[src/rtl/iq_symbol_mapper_if.sv]
// rtl/iq_symbol_mapper_if.sv - payload byte stream into the IQ symbol mapper
interface iq_symbol_mapper_if;
  logic [7:0] din;
  logic       din_valid;
  logic       din_ready;

  // Byte source side
  modport master (
    output din,
    output din_valid,
    input  din_ready
  );

  // Mapper side
  modport slave (
    input  din,
    input  din_valid,
    output din_ready
  );
endinterface

[src/rtl/iq_symbol_mapper.sv]
// rtl/iq_symbol_mapper.sv - byte FIFO, 16-QAM Gray mapper and symbol hold timer
module iq_symbol_mapper #(
  parameter int SYMLEN     = 16,
  parameter int FIFO_DEPTH = 4
) (
  input  logic                clk,
  input  logic                rst,
  iq_symbol_mapper_if.slave   in_if,
  output logic [3:0]          i_o,
  output logic [3:0]          q_o,
  output logic                sym_strobe_o,
  output logic                busy_o
);

  localparam int              AW        = $clog2(FIFO_DEPTH);
  localparam int              CW        = $clog2(SYMLEN);
  localparam logic [AW:0]     FULL_CNT  = (AW+1)'(FIFO_DEPTH);
  localparam logic [CW-1:0]   HOLD_LAST = CW'(SYMLEN - 1);

  typedef enum logic [1:0] {
    IDLE,
    SYM_HI,
    SYM_LO
  } state_t;

  // Byte FIFO storage and pointers
  logic [7:0]    mem_q [FIFO_DEPTH];
  logic [AW-1:0] wr_ptr_q, wr_ptr_d;
  logic [AW-1:0] rd_ptr_q, rd_ptr_d;
  logic [AW:0]   count_q, count_d;

  // Symbol sequencer state and registered outputs
  state_t        state_q;
  logic [CW-1:0] hold_q;
  logic [3:0]    lo_nib_q;
  logic [3:0]    i_q;
  logic [3:0]    q_q;
  logic          strobe_q;

  logic          push;
  logic          pop;
  logic          fifo_empty;
  logic [7:0]    head;
  logic [3:0]    head_i;
  logic [3:0]    head_q;
  logic [3:0]    lo_i;
  logic [3:0]    lo_q;

  // Gray-coded 2-bit group to signed 4-bit amplitude level
  function automatic logic [3:0] gray_level(input logic [1:0] bits);
    logic [3:0] lvl;
    case (bits)
      2'b00:   lvl = 4'hA;  // -6
      2'b01:   lvl = 4'hE;  // -2
      2'b11:   lvl = 4'h2;  // +2
      default: lvl = 4'h6;  // +6
    endcase
    return lvl;
  endfunction

  // Ready depends only on occupancy so the source never sees a same-cycle pop
  assign fifo_empty      = (count_q == '0);
  assign in_if.din_ready = (count_q != FULL_CNT);
  assign push            = in_if.din_valid && in_if.din_ready;
  assign head            = mem_q[rd_ptr_q];

  assign head_i = gray_level(head[7:6]);
  assign head_q = gray_level(head[5:4]);
  assign lo_i   = gray_level(lo_nib_q[3:2]);
  assign lo_q   = gray_level(lo_nib_q[1:0]);

  // A byte leaves the FIFO whenever the sequencer starts a new high nibble
  always_comb begin
    pop = 1'b0;
    if (!fifo_empty) begin
      if (state_q == IDLE) begin
        pop = 1'b1;
      end else if (state_q == SYM_LO && hold_q == '0) begin
        pop = 1'b1;
      end
    end
  end

  // FIFO pointer and occupancy next-state
  always_comb begin
    wr_ptr_d = wr_ptr_q;
    rd_ptr_d = rd_ptr_q;
    count_d  = count_q;
    if (push) begin
      wr_ptr_d = wr_ptr_q + AW'(1);
    end
    if (pop) begin
      rd_ptr_d = rd_ptr_q + AW'(1);
    end
    case ({push, pop})
      2'b10:   count_d = count_q + (AW+1)'(1);
      2'b01:   count_d = count_q - (AW+1)'(1);
      default: count_d = count_q;
    endcase
  end

  // FIFO pointers and occupancy; reset empties the queue
  always_ff @(posedge clk or posedge rst) begin
    if (rst) begin
      wr_ptr_q <= '0;
      rd_ptr_q <= '0;
      count_q  <= '0;
    end else begin
      wr_ptr_q <= wr_ptr_d;
      rd_ptr_q <= rd_ptr_d;
      count_q  <= count_d;
    end
  end

  // FIFO data storage; contents are don't-care until written
  always_ff @(posedge clk) begin
    if (push) begin
      mem_q[wr_ptr_q] <= in_if.din;
    end
  end

  // Symbol sequencer: high nibble, low nibble, each held SYMLEN clocks
  always_ff @(posedge clk or posedge rst) begin
    if (rst) begin
      state_q  <= IDLE;
      hold_q   <= '0;
      lo_nib_q <= '0;
      i_q      <= '0;
      q_q      <= '0;
      strobe_q <= 1'b0;
    end else begin
      strobe_q <= 1'b0;
      case (state_q)
        IDLE: begin
          if (!fifo_empty) begin
            i_q      <= head_i;
            q_q      <= head_q;
            lo_nib_q <= head[3:0];
            hold_q   <= HOLD_LAST;
            strobe_q <= 1'b1;
            state_q  <= SYM_HI;
          end else begin
            i_q <= '0;
            q_q <= '0;
          end
        end
        SYM_HI: begin
          if (hold_q != '0) begin
            hold_q <= hold_q - CW'(1);
          end else begin
            i_q      <= lo_i;
            q_q      <= lo_q;
            hold_q   <= HOLD_LAST;
            strobe_q <= 1'b1;
            state_q  <= SYM_LO;
          end
        end
        SYM_LO: begin
          if (hold_q != '0) begin
            hold_q <= hold_q - CW'(1);
          end else if (!fifo_empty) begin
            // Next byte follows with no gap between symbols
            i_q      <= head_i;
            q_q      <= head_q;
            lo_nib_q <= head[3:0];
            hold_q   <= HOLD_LAST;
            strobe_q <= 1'b1;
            state_q  <= SYM_HI;
          end else begin
            i_q     <= '0;
            q_q     <= '0;
            state_q <= IDLE;
          end
        end
        default: begin
          i_q     <= '0;
          q_q     <= '0;
          hold_q  <= '0;
          state_q <= IDLE;
        end
      endcase
    end
  end

  assign i_o          = i_q;
  assign q_o          = q_q;
  assign sym_strobe_o = strobe_q;
  assign busy_o       = (state_q != IDLE) || !fifo_empty;

endmodule
[src/flat_wrapper.sv]
// flat-port wrapper written by rule: the top's interface ports become plain ports
module iq_symbol_mapper_flat 
#(
  parameter int SYMLEN     = 16,
  parameter int FIFO_DEPTH = 4
)
  (clk, rst, i_o, q_o, sym_strobe_o, busy_o, in_if_din, in_if_din_valid, in_if_din_ready);
  iq_symbol_mapper_if in_if_i ();
  input  logic clk;
  input  logic rst;
  output logic [3:0] i_o;
  output logic [3:0] q_o;
  output logic sym_strobe_o;
  output logic busy_o;
  input wire logic [$bits(in_if_i.din)-1:0] in_if_din;
  input wire logic [$bits(in_if_i.din_valid)-1:0] in_if_din_valid;
  output wire logic [$bits(in_if_i.din_ready)-1:0] in_if_din_ready;
  assign in_if_i.din = in_if_din;
  assign in_if_i.din_valid = in_if_din_valid;
  assign in_if_din_ready = in_if_i.din_ready;
  iq_symbol_mapper #(.SYMLEN(SYMLEN), .FIFO_DEPTH(FIFO_DEPTH)) u_core (.clk(clk), .rst(rst), .in_if(in_if_i), .i_o(i_o), .q_o(q_o), .sym_strobe_o(sym_strobe_o), .busy_o(busy_o));
endmodule
[config.mk]
export PLATFORM = sky130hd
export DESIGN_NAME = iq_symbol_mapper_flat
export DESIGN_NICKNAME = d
export VERILOG_FILES = /design/src/rtl/iq_symbol_mapper_if.sv /design/src/rtl/iq_symbol_mapper.sv /design/src/flat_wrapper.sv
export SDC_FILE = /design/constraint.sdc
export NUM_CORES = 1
export LEC_CHECK = 0
export BUFFER_PORTS_ARGS = -buffer_cell sky130_fd_sc_hd__buf_2
export CORE_MARGIN = 10
export CORE_UTILIZATION = 63
export DETAILED_ROUTE_END_ITERATION = 8
export PLACE_DENSITY = 0.83
export RECOVER_POWER = 50
export REMOVE_ABC_BUFFERS = 1
export SYNTH_ARGS = -nofsm -noshare
export SYNTH_HDL_FRONTEND = slang
export SYNTH_SLANG_ARGS = --single-unit
[constraint.sdc]
create_clock -name clk -period 6.9 [get_ports clk]
set_input_delay 0.69 -clock clk [delete_from_list [all_inputs] [get_ports clk]]
set_output_delay 0.69 -clock clk [all_outputs]
set_load 0.01 [all_outputs]
* After elaboration in Yosys (flattened, before gate mapping)
Memories as Yosys holds them, arrays and structs flattened. Index checks and enable logic that the tools add are counted. Widths: inputs -> output; s select.
Cells by class: add/sub/neg operators 5, eq/ne operators 16, multiplexer cells 34, reductions and logical operators 18
Operators by type and width (count):
- $pmux 4 s3 | 7
- $mux 4 | 11
- $eq 2x1->1 const B | 6
- $eq 2x2->1 const B | 6
- $logic_not 2->1 | 5
- $mux 1 | 9
- $pmux 4 s2 | 1
- $mux 2 | 3
- $ne 2x2->1 const B | 3
- $pmux 2 s3 | 1
- $pmux 3 s2 | 1
- $reduce_bool 2->1 | 3
- $add 2x1->2 const B | 2
- $logic_not 4->1 | 1
- $reduce_and 2->1 | 2
- $reduce_bool 4->1 | 1
- $sub 4x1->4 const B | 1
- $add 3x1->3 const B | 1
- $logic_not 3->1 | 1
- $ne 3x3->1 const B | 1
- $pmux 1 s3 | 1
- $reduce_and 3->1 | 1
- $sub 3x1->3 const B | 1
- $logic_and 1x1->1 | 2
- 2 further kinds | 2
Word-level totals: register bits after elaboration 26, RAM bits 32, input bits 11, output and inout port bits 11, logic and storage cells 83, memories kept 1
Memory list:
- u_core.mem_q | words 4, width 8, read ports 1, clocked after Yosys merged registers in 0, wr ports 1, line iq_symbol_mapper.sv:27 | logic [7:0] mem_q [FIFO_DEPTH];

* Logic depth before layout (Yosys ltp)
Gate-level depths: netlist (run 1).
depth in word-level cells 7, depth in mapped cells 12, depth with buffers taken out 10

* Worst setup path before layout (run 1)
OpenSTA, ideal clock, no wires.
path kind register to register, start register u_core.hold_q[0], end register u_core.count_q[2], library setup time 0.079 ns, arrival time 2.616 ns, data required time 6.821 ns, slack 4.205 ns, cell stages (with the launch flop) 13, buffers on the path 2, period minus slack after synthesis 2.695 ns, cells stage by stage dfrtp_1 -> inv_1 -> ha_1 -> or3b_1 -> buf_6 -> a211oi_4 -> buf_6 -> ha_1 -> inv_1 -> fa_1 -> xor2_1 -> nor2_1 -> xor2_1
Between the ends: word-level cells in the longest chain between the ends 7, elaborated cells on any way between the ends 9, those cells by class 2 x eq/ne; 4 x mux; 3 x reduce/logical
Ends and longest elaborated chain:
- from (decl) | line iq_symbol_mapper.sv:34 | logic [CW-1:0] hold_q;
- from (signal assigned) | line iq_symbol_mapper.sv:149 | hold_q <= hold_q - CW'(1);
- from (signal assigned) | line iq_symbol_mapper.sv:160 | hold_q <= hold_q - CW'(1);
- $logic_not 4->1 (*) | line iq_symbol_mapper.sv:78 | end else if (state_q == SYM_LO && hold_q == '0) begin
- $logic_and 1x1->1 (*) | line iq_symbol_mapper.sv:78
- $mux 1 (*) | line iq_symbol_mapper.sv:78
- $mux 1 (*) | line iq_symbol_mapper.sv:76 | if (state_q == IDLE) begin
- $mux 1 (*) | line iq_symbol_mapper.sv:75 | if (!fifo_empty) begin
- named net u_core.pop | line iq_symbol_mapper.sv:41 | logic pop;
- $eq 2x1->1 / $eq 2x2->1 (equally long branches) | line iq_symbol_mapper.sv:95 | case ({push, pop})
- $pmux 3 s2 / $reduce_bool 2->1 (equally long branches)
- to (signal assigned) | line iq_symbol_mapper.sv:111 | count_q <= count_d;
- to (decl) | line iq_symbol_mapper.sv:30 | logic [AW:0] count_q, count_d;
Mark *: on every way through the listed nets, which the timed path passes. The rest lies on a longest branch. A chain may end at the register's enable or synchronous reset.

* Worst setup path after layout (run 1)
start register u_core.hold_q[0], end register u_core.count_q[2]
Between the ends: word-level cells in the longest chain between the ends 7, elaborated cells on any way between the ends 9, those cells by class 2 x eq/ne; 4 x mux; 3 x reduce/logical
Ends and longest elaborated chain (line):
- $logic_not 4->1 (*) | iq_symbol_mapper.sv:78
- $logic_and 1x1->1 (*) | iq_symbol_mapper.sv:78
- $mux 1 (*) | iq_symbol_mapper.sv:78
- $mux 1 (*) | iq_symbol_mapper.sv:76
- $mux 1 (*) | iq_symbol_mapper.sv:75
- $eq 2x1->1 / $eq 2x2->1 (equally long branches) | iq_symbol_mapper.sv:95
- $pmux 3 s2 / $reduce_bool 2->1 (equally long branches)
Mark *: on every way between the ends. The rest lies on a longest branch, timed or not.

==> results of run 1 <==
registers in the layout (all words and copies together), names as in the netlist:
register / count
u_core.wr_ptr_q: 2
u_core.rd_ptr_q: 2
u_core.count_q: 3
u_core.sym_strobe_o: 1
u_core.state_q: 2
u_core.q_o: 3
u_core.i_o: 2
u_core.mem_q: 32
u_core.hold_q: 4
u_core.lo_nib_q: 4
placed cells by master (no fill, tap or decap), types with 3 or more instances in the layout:
master,netlist,routed
ha_1,14,14
buf_2,2,9
nor3b_1,3,3
edfxtp_1,32,32
nand2_1,12,12
clkbuf_1,5,10
and3_1,4,4
nor3_1,3,3
mux4_2,8,8
nor2_1,11,11
a21oi_1,4,4
dfrtp_1,23,23
o21ai_1,4,4
o21ai_0,10,10
xnor2_1,4,4
xor2_1,3,3
inv_1,18,18
clkbuf_8,0,5
worst paths after layout:
| path | end | slack (ns) | depth (start not counted) |
|---|---|---|---|
| worst max-delay path | u_core.count_q[2]$_DFFE_PP0P_ | 3.65 | 10 |
| worst min-delay path | u_core.q_o[3]$_DFFE_PP0P_ | 0.54 | 2 |
| worst max register to register | u_core.count_q[2]$_DFFE_PP0P_ | 3.65 | 10 |
| worst min register to register | u_core.q_o[3]$_DFFE_PP0P_ | 0.54 | 2 |
| max in group asynchronous | u_core.wr_ptr_q[0]$_DFFE_PP0P_ | 5.80 | 2 |
| min in group asynchronous | u_core.count_q[0]$_DFFE_PP0P_ | 0.55 | 2 |
area by class of cell:
cell class	instances	area, sq um	area share, %
repair buffers	20	90.09	3.233
clock buffers	5	68.82	2.470
well taps	50	62.56	2.245
clock inverters	3	15.01	0.5388
multi-input cells	113	945.9	33.95
inverters	18	67.56	2.425
flip-flops and latches	55	1536	55.14
worst max-delay path, cell delays in order (launching register included):
cell,delay [ns]
dfrtp_1,0.44
inv_1,0.13
ha_1,0.24
or3b_1,0.53
a211oi_4,0.61
ha_1,0.28
inv_1,0.07
fa_1,0.43
xor2_1,0.15
nor2_1,0.11
xor2_1,0.18
cell families (layout without fill, tap and decap cells):
family | count (synthesis) | after routing | share of synthesized area [%]
multiplexers | 9 | 9 | 7.275
XOR/XNOR | 8 | 8 | 2.948
AO/OA/AOI/OAI | 36 | 36 | 9.701
AND/OR/NAND/NOR | 43 | 43 | 8.321
buffers and inverters | 31 | 46 | 5.801
adder cells (fa/ha/maj) | 15 | 15 | 7.418
flip-flops | 55 | 55 | 58.39
other | 1 | 2 | 0.1425
power groups by stage:
stage                     logic [uW]  registers (uW)  clock network [uW]
final                            452             562                 166
after global routing             511             575                 182
after CTS                        459             560                 167
after detailed placement         456             566                   0
after global placement           419             556                   0
after floorplan                  331             546                   0
through the flow:
step / total power, uW / setup slack [ns]
after floorplan: 877.1 / 4.079
after global placement: 974.6 / 3.947
after detailed placement: 1023 / 3.706
after CTS: 1187 / 3.668
after global routing: 1268 / 3.423
final: 1180 / 3.648
routing by layer:
layer	track usage, %	wire (um)	part of all wire, %
met5	0	0	0
met2	22.92	2408	51
met3	4.444	236	5.0
met4	6.138	106	2.2
met1	15.96	1983	42
==> impl_metrics.csv, run 1 <==
group,metric,value,unit
run_status,outcome,"complete, no violations",
clock_network,clk_latency,0.30,ns
global_routing,grt_start_max_net_pins,24,
route,firstDrtPassIters,4,
job,maxCapViolCount,0,
critical_path,critical_path_required,7.13,ns
critical_path,worstSetupPathType,"reg -> reg",
global_routing,grt_pass1_vias,1709,
timing,finalClockSkew,0.009300,ns
global_routing,grt_pass1_wl,8155,um
placement,post-place-cells,256,
floorplan,design.portCount,22,
route,drc,0,
critical_path,crit_arrival,3.48,ns
timing,slew_headroom,41.06,%
timing,rsz0062_at_grt,"false",
yosys,synth_top_cell_by_area,"edfxtp_1",
critical_path,cp-startpoint,"u_core.hold_q[0]$_DFF_PP0_",
cells_and_area,fill_cells,291,
cells_and_area,finalInstanceArea,0.002786,sq mm
clock_network,clock-root-buffer,"clkbuf_8",
placement,portBuffers,19,
clock_network,htree_levels,2,
critical_path,endpoint_kind,"register",
hold_path,min_from,"u_core.q_o[3]$_DFFE_PP0P_",
timing,fin_setup_tns,0,ns
clock_network,cts_tree,"yes",
route,drt-total-wl,4734,um
placement,hpwl,3421,um
timing,fin_hold_ws,0.5431,ns
power_and_ir_drop,power.density,423.4,mW/mm^2
yosys,synth_area,0.002631,sq mm
clock_network,cts-resized-gates,0,
yosys,avgSynthCellArea,13.29,sq um
cells_and_area,areaGrowthSynthToFinish,5.896,%
cells_and_area,fin_cells,264,
yosys,ys_top_cells_by_count,"32 x edfxtp_1, 23 x dfrtp_1, 18 x inv_1",
route,drt_iter0_drc,138,
global_routing,grt_use_total,13.83,%
timing,timing.fmax,307.5,MHz
yosys,synth-edff-count,32,
yosys,synth.distinct_cells,46,
critical_path,startpoint_type,"register",
timing,hold_viol,0,
placement,dpl_cell_area,0.002715,sq mm
yosys,ys_ff_latch,55,
floorplan,die_area,0.007161,sq mm
clock_network,clockBufferDepth,2,
timing,finalSetupViolations,0,
power_and_ir_drop,p_int,743.9,uW
clock_network,cts.reportedPaths.clkPinSlew,0.09,ns
power_and_ir_drop,p_sw,435.8,uW
power_and_ir_drop,p_seq_share,47.6,%
global_routing,antenna_found_initial,0,
yosys,yosysMostFrequentCell,"edfxtp_1",
route,routed_via_density,5.943,
global_routing,grt-ovfl-total,0,
hold_path,hp-class,"reg -> reg",
timing,drv_slew,0,
cells_and_area,postLayoutCoreUtil,69.16,%
yosys,ys_top_cells_by_area,"edfxtp_1 37%, dfrtp_1 22%, mux4_2 6.8%",
timing,post-route-period-util,47.13,%
floorplan,chipHeight,84.63,um
cells_and_area,diodes,0,
timing,layout_min_cycle_time,3.252,ns
critical_path,path_max_fanout,12,
power_and_ir_drop,sw_frac_of_total,36.94,%
yosys,ys_seq_area_share,58.39,%
route,wire_per_inst,17.93,um
clock_network,cts_sinks,55,
power_and_ir_drop,p_leak,0.001099,uW
critical_path,rr_startpoint,"u_core.hold_q[0]$_DFF_PP0_",
floorplan,dieWidth,84.63,um
power_and_ir_drop,p_clk_share,14.1,%
yosys,synth_cells,198,
route,dr_total_vias,1569,
cells_and_area,drive_gt1_share,13.55,%
yosys,yosysTopAreaCellShare,36.52,%
yosys,synth_warnings,0,
timing,worst_pin_slew,0.8832,ns
power_and_ir_drop,irDropWorstVdd,0.2224,mV
cells_and_area,layout.nets,239,
clock_network,hold_buffers,0,
clock_network,cts_setup_buffers,0,
clock_network,cts_buffers,5,
route,detail-route-antenna-nets,0,
yosys,postSynth.asyncResetShare,41.82,%
power_and_ir_drop,combPwrFrac,38.3,%
floorplan,start_util,65.31,%
yosys,ys.flop_type,"edfxtp_1",
floorplan,coreArea,0.004029,sq mm
floorplan,rows,23,
placement,place.gp.congestion,0.7796,
Note: power is estimated with default switching activity, not from simulation.
==> inputs of run 2 (changes only) <==
- CORE_UTILIZATION: 63 -> 59
- PLACE_DENSITY: 0.83 -> 0.79
- clock period: 6.9 -> 3.4 ns (I/O delays scaled with it)
==> run 2 against run 1 <==
Net effect: worst hold slack worse by 0.34 ns; sequential power is 94% higher; fmax is 15% higher; first-iteration DRC count is 41% lower; worst setup slack worse by 3.1 ns; routed wire length is 2.9% lower; largest cell class unchanged; clock-buffer cell count is 1 higher; combinational power is 110% higher; final cell count is 1.9% higher.
==> impl_metrics.csv, run 2 (synthesis gave the netlist of run 1 again) <==
group,metric,value,unit
critical_path,endpoint_kind,"register",
critical_path,cpPeakStageDelay,0.53,ns
critical_path,worstSetupPathType,"reg -> reg",
route,wire_per_inst,17.09,um
placement,post-place-cells,261,
timing,hold_viol,0,
route,detail-route-antenna-nets,0,
critical_path,cp.buffers_inverters,2,
cells_and_area,areaGrowthSynthToFinish,6.942,%
route,routed_via_density,5.781,
timing,timing.fmax,354.5,MHz
timing,setup_ws,0.5795,ns
cells_and_area,drive_gt1_share,14.29,%
timing,finalSetupViolations,0,
floorplan,die_area,0.007531,sq mm
clock_network,cts_setup_buffers,0,
global_routing,grt_pass1_vias,1650,
global_routing,grt-ovfl-total,0,
cells_and_area,regMostFlops,"u_core.mem_q",
cells_and_area,final_cell_mix,"32 x edfxtp_1, 23 x dfrtp_1, 18 x inv_1, 14 x ha_1, 13 x clkbuf_1",
timing,slew_headroom,41.11,%
timing,finalClockSkew,0.006920,ns
critical_path,crit_arrival,3.05,ns
global_routing,grt_use_total,12.95,%
route,drc,0,
floorplan,coreArea,0.004324,sq mm
floorplan,dieWidth,86.78,um
timing,rsz0062_at_grt,"false",
route,firstDrtPassIters,4,
floorplan,start_util,60.85,%
run_status,outcome,"complete, no violations",
cells_and_area,layout_commonest_cell,"edfxtp_1",
critical_path,startpoint_type,"register",
placement,dp_slack,0.5875,ns
clock_network,cts_sinks,55,
placement,hpwl,3303,um
route,drt_iter0_drc,82,
critical_path,path_max_fanout,8,
placement,place.gp.congestion,0.7868,
clock_network,clock-root-buffer,"clkbuf_8",
cells_and_area,postLayoutCoreUtil,65.08,%
clock_network,cts_buffers,5,
timing,post-route-period-util,82.96,%
power_and_ir_drop,p_leak,0.001110,uW
clock_network,cts.reportedPaths.clkPinSlew,0.10,ns
route,dr_total_vias,1555,
placement,portBuffers,19,
cells_and_area,layout.nets,242,
timing,drv_slew,0,
power_and_ir_drop,power.density,855.1,mW/mm^2
power_and_ir_drop,irDropWorstVdd,0.4152,mV
critical_path,path_cells,"inv_1, ha_1, or3b_1, a211oi_4, ha_1, inv_1, fa_1, xor2_1, nor2_1, xor2_1",
clock_network,cts_tree,"yes",
route,drt-total-wl,4598,um
cells_and_area,reg_top3,"u_core.mem_q x32, u_core.hold_q x4, u_core.lo_nib_q x4",
global_routing,grt_pass1_wl,7817,um
floorplan,design.portCount,22,
critical_path,cpMaxStageDelayCell,"or3b_1",
critical_path,cpLargestDelayFamily,"adder cells",
cells_and_area,largest_reg_flops,32,
clock_network,cts-resized-gates,0,
clock_network,htree_levels,2,
timing,fin_setup_tns,0,ns
global_routing,antenna_found_initial,0,
timing,worst_pin_slew,0.8823,ns
floorplan,rows,24,
cells_and_area,diodes,0,
clock_network,clk_latency,0.31,ns
global_routing,grt_start_max_net_pins,24,
cells_and_area,fin_cells,269,
job,maxCapViolCount,0,
hold_path,hp-class,"in -> async",
critical_path,critical_path_required,3.63,ns
timing,layout_min_cycle_time,2.821,ns
clock_network,clockBufferDepth,2,
floorplan,chipHeight,86.78,um
clock_network,hold_buffers,0,
## run 2: worst paths after layout
kind / start / end / slack (ns) / cells after the start
max in group asynchronous: rst / u_core.rd_ptr_q[0]$_DFFE_PP0P_ / 2.65 / 2
worst max-delay path: u_core.hold_q[0]$_DFF_PP0_ / u_core.count_q[2]$_DFFE_PP0P_ / 0.58 / 10
worst min-delay path: rst / u_core.rd_ptr_q[1]$_DFFE_PP0P_ / 0.21 / 2
min in group clk: in_if_din[1] / u_core.mem_q[0][1]$_DFFE_PP_ / 0.28 / 1
worst min register to register: u_core.i_o[2]$_DFFE_PP0P_ / u_core.i_o[2]$_DFFE_PP0P_ / 0.52 / 2
worst max register to register: u_core.hold_q[0]$_DFF_PP0_ / u_core.count_q[2]$_DFFE_PP0P_ / 0.58 / 10
## run 2: layout make-up
cell class                      count  area (sq um)
Clock buffer                        6         72.57
Clock inverter                      2         16.27
Fill cell                         337          1510
Inverter                           18         67.56
Multi-Input combinational cell    113         945.9
Sequential cell                    55          1536
Tap cell                           52         65.06
Timing Repair Buffer               23         110.1
## run 2: metal layers
| metal | GRT usage [%] | wire length (um) |
|---|---|---|
| met1 | 15.05 | 1953 |
| met3 | 3.565 | 198 |
| met5 | 0 | 0 |
| met4 | 4.860 | 78 |
| met2 | 22.12 | 2368 |
## run 2: metrics by stage
| stage | cell area [sq um] | power (uW) | hold WS (ns) |
|---|---|---|---|
| floorplan | 2550 | 1780 | 0.3419 |
| global placement | 2740 | 1993 | 0.5009 |
| detailed placement | 2740 | 2083 | 0.4970 |
| CTS | 2829 | 2435 | 0.2364 |
| global route | 2814 | 2599 | 0.2718 |
| finish | 2814 | 2406 | 0.2066 |
## run 2: worst reg2reg max path, delay by kind of cell, from the launching register on
family                     cells  cell delay [ns]
and+or+nand+nor                2             0.64
adders and majority gates      3             0.85
DFF                            1             0.43
AOI/OAI and AO/OA              1             0.31
xor gates and xnor gates       2             0.34
buffers and inverters          2             0.16
## run 2: report_power, final
group | switching (uW) | internal (uW) | total (uW) | leakage, uW
logic | 499 | 457 | 956 | 0.000500
registers | 164 | 924 | 1090 | 0.000568
clock network | 214 | 148 | 362 | 0.0000418
total | 877 | 1530 | 2410 | 0.00111
==> inputs of run 3 (changes only) <==
- clock period: 3.4 -> 2.9 ns (I/O delays scaled with it)
==> run 3 against run 2 <==
Net effect: clock-buffer cell count fell by 1; register-to-register slack got worse by 0.38 ns; global-route usage increased by 0.29 points; largest power group unchanged; non-clock buffer count rose by 1.
==> impl_metrics.csv, run 3 (synthesis gave the netlist of run 1 again) <==
group,metric,value,unit
run_status,outcome,"complete, no violations",
cells_and_area,layout_commonest_cell,"edfxtp_1",
route,drt-met1-wl,1945,um
clock_network,clockBufferDepth,2,
cells_and_area,layout.nets,243,
floorplan,die_area,0.007531,sq mm
clock_network,cts.reportedPaths.clkPinSlew,0.10,ns
cells_and_area,fin_cells,270,
critical_path,crit_arrival,2.93,ns
cells_and_area,reg_top3,"u_core.mem_q x32, u_core.hold_q x4, u_core.lo_nib_q x4",
clock_network,clk_latency,0.30,ns
route,routed_via_density,5.859,
clock_network,cts_tree,"yes",
timing,timing.fmax,370.2,MHz
cells_and_area,seqCellArea,0.001536,sq mm
route,firstDrtPassIters,4,
power_and_ir_drop,p_leak,0.001115,uW
cells_and_area,largest_reg_flops,32,
global_routing,grt_start_max_net_pins,24,
cells_and_area,drive_gt1_share,15.60,%
route,dr.max_layer_used,"met4",
timing,worst_pin_slew,0.8679,ns
job,maxCapViolCount,0,
hold_path,hp-class,"in -> async",
critical_path,path_max_fanout,5,
timing,rsz0062_at_grt,"false",
clock_network,cts_sinks,55,
cells_and_area,areaGrowthSynthToFinish,7.513,%
clock_network,cts_setup_buffers,0,
critical_path,critical_path_required,3.13,ns
route,drt_iter0_drc,65,
timing,slew_headroom,42.08,%
cells_and_area,fill_cells,328,
clock_network,htree_levels,2,
clock_network,clock-root-buffer,"clkbuf_8",
route,dr_total_vias,1582,
power_and_ir_drop,power.density,1001,mW/mm^2
global_routing,grt_pass1_wl,7955,um
timing,finalClockSkew,0.006609,ns
global_routing,grt_pass1_vias,1671,
global_routing,antenna_found_initial,0,
cells_and_area,diodes,0,
timing,fin_setup_tns,0,ns
placement,place.gp.congestion,0.7967,
route,wire_per_inst,17.14,um
route,detail-route-antenna-nets,0,
timing,hold_viol,0,
floorplan,dieWidth,86.78,um
floorplan,coreArea,0.004324,sq mm
critical_path,worstSetupPathType,"reg -> reg",
timing,finalSetupViolations,0,
critical_path,startpoint_type,"register",
floorplan,design.portCount,22,
floorplan,rows,24,
route,wl_met2,2396,um
route,drt-total-wl,4629,um
power_and_ir_drop,irDropWorstVdd,0.4379,mV
floorplan,chipHeight,86.78,um
timing,post-route-period-util,93.16,%
cells_and_area,final_cell_mix,"32 x edfxtp_1, 23 x dfrtp_1, 18 x inv_1, 13 x ha_1",
timing,layout_min_cycle_time,2.702,ns
placement,portBuffers,19,
cells_and_area,regMostFlops,"u_core.mem_q",
route,wl_met3,223,um
route,drc,0,
clock_network,cts_buffers,5,
placement,post-place-cells,262,
floorplan,start_util,60.85,%
cells_and_area,multiInputGateArea,948.4,sq um
global_routing,grt-ovfl-total,0,
timing,drv_slew,0,
critical_path,endpoint_kind,"register",
global_routing,grt_use_total,13.24,%
placement,hpwl,3383,um
[run 3: cell count changes in the layout (fill, tap and decap cells not counted), sizes merged]
cell	delta
clkinv	+2
clkbuf	-1
inv	-1
buf	+1
[run 3: final cells by class]
cell class                      instances  area share [%]
Timing Repair Buffer                   24           4.157
Multi-Input combinational cell        113           33.53
Clock inverter                          3          0.8846
Tap cell                               52           2.300
Sequential cell                        55           54.31
Inverter                               18           2.388
Clock buffer                            5           2.433
[run 3: worst paths after layout]
path	startpoint	endpoint	slack, ns	depth (start not counted)
setup / recovery	u_core.hold_q[0]$_DFF_PP0_	u_core.count_q[2]$_DFFE_PP0P_	0.20	10
hold / removal	rst	u_core.count_q[1]$_DFFE_PP0P_	0.15	2
setup reg to reg	u_core.hold_q[0]$_DFF_PP0_	u_core.count_q[2]$_DFFE_PP0P_	0.20	10
hold reg to reg	u_core.count_q[0]$_DFFE_PP0P_	u_core.count_q[0]$_DFFE_PP0P_	0.53	1
max in group asynchronous	rst	u_core.rd_ptr_q[1]$_DFFE_PP0P_	2.21	2
min in group clk	in_if_din[5]	u_core.mem_q[2][5]$_DFFE_PP_	0.24	1
[run 3: timing repair]
action                                  4_1_cts  5_1_grt
endpoints found under the setup margin        0        1
resized for setup                             0        1
hold buffers                                  0        0
[run 3: where the power goes]
group	total [uW]	internal [uW]	switching, uW
Sequential	1280	1080	201
Combinational	1140	545	592
Clock	411	173	238
Total	2830	1800	1030
[run 3: critical path, stage by stage (launching register included)]
cell      delay (ns)
dfrtp_1         0.43
inv_1           0.10
ha_2            0.22
or3b_1          0.43
a211oi_4        0.29
ha_1            0.22
inv_1           0.07
fa_1            0.42
xor2_1          0.16
nor2_1          0.12
xor2_1          0.16
[run 3: stage by stage]
step	area [sq um]	power [uW]	hold WS [ns]	worst slack (ns)	util, %
2_1_floorplan	2550	2087	0.2919	0.07946	-
3_3_place_gp	2748	2343	0.4987	0.3731	63.54
3_5_place_dp	2748	2447	0.5056	0.1999	63.54
4_1_cts	2841	2877	0.1774	0.1745	65.71
5_1_grt	2829	3072	0.2253	0.02373	65.42
6_report	2829	2833	0.1465	0.1984	65.42
[run 3: layer usage]
layer,vias up,global-route usage (%)
li1,740,-
met1,798,15.44
met2,38,22.25
met3,6,3.940
met4,0,5.155
met5,-,0
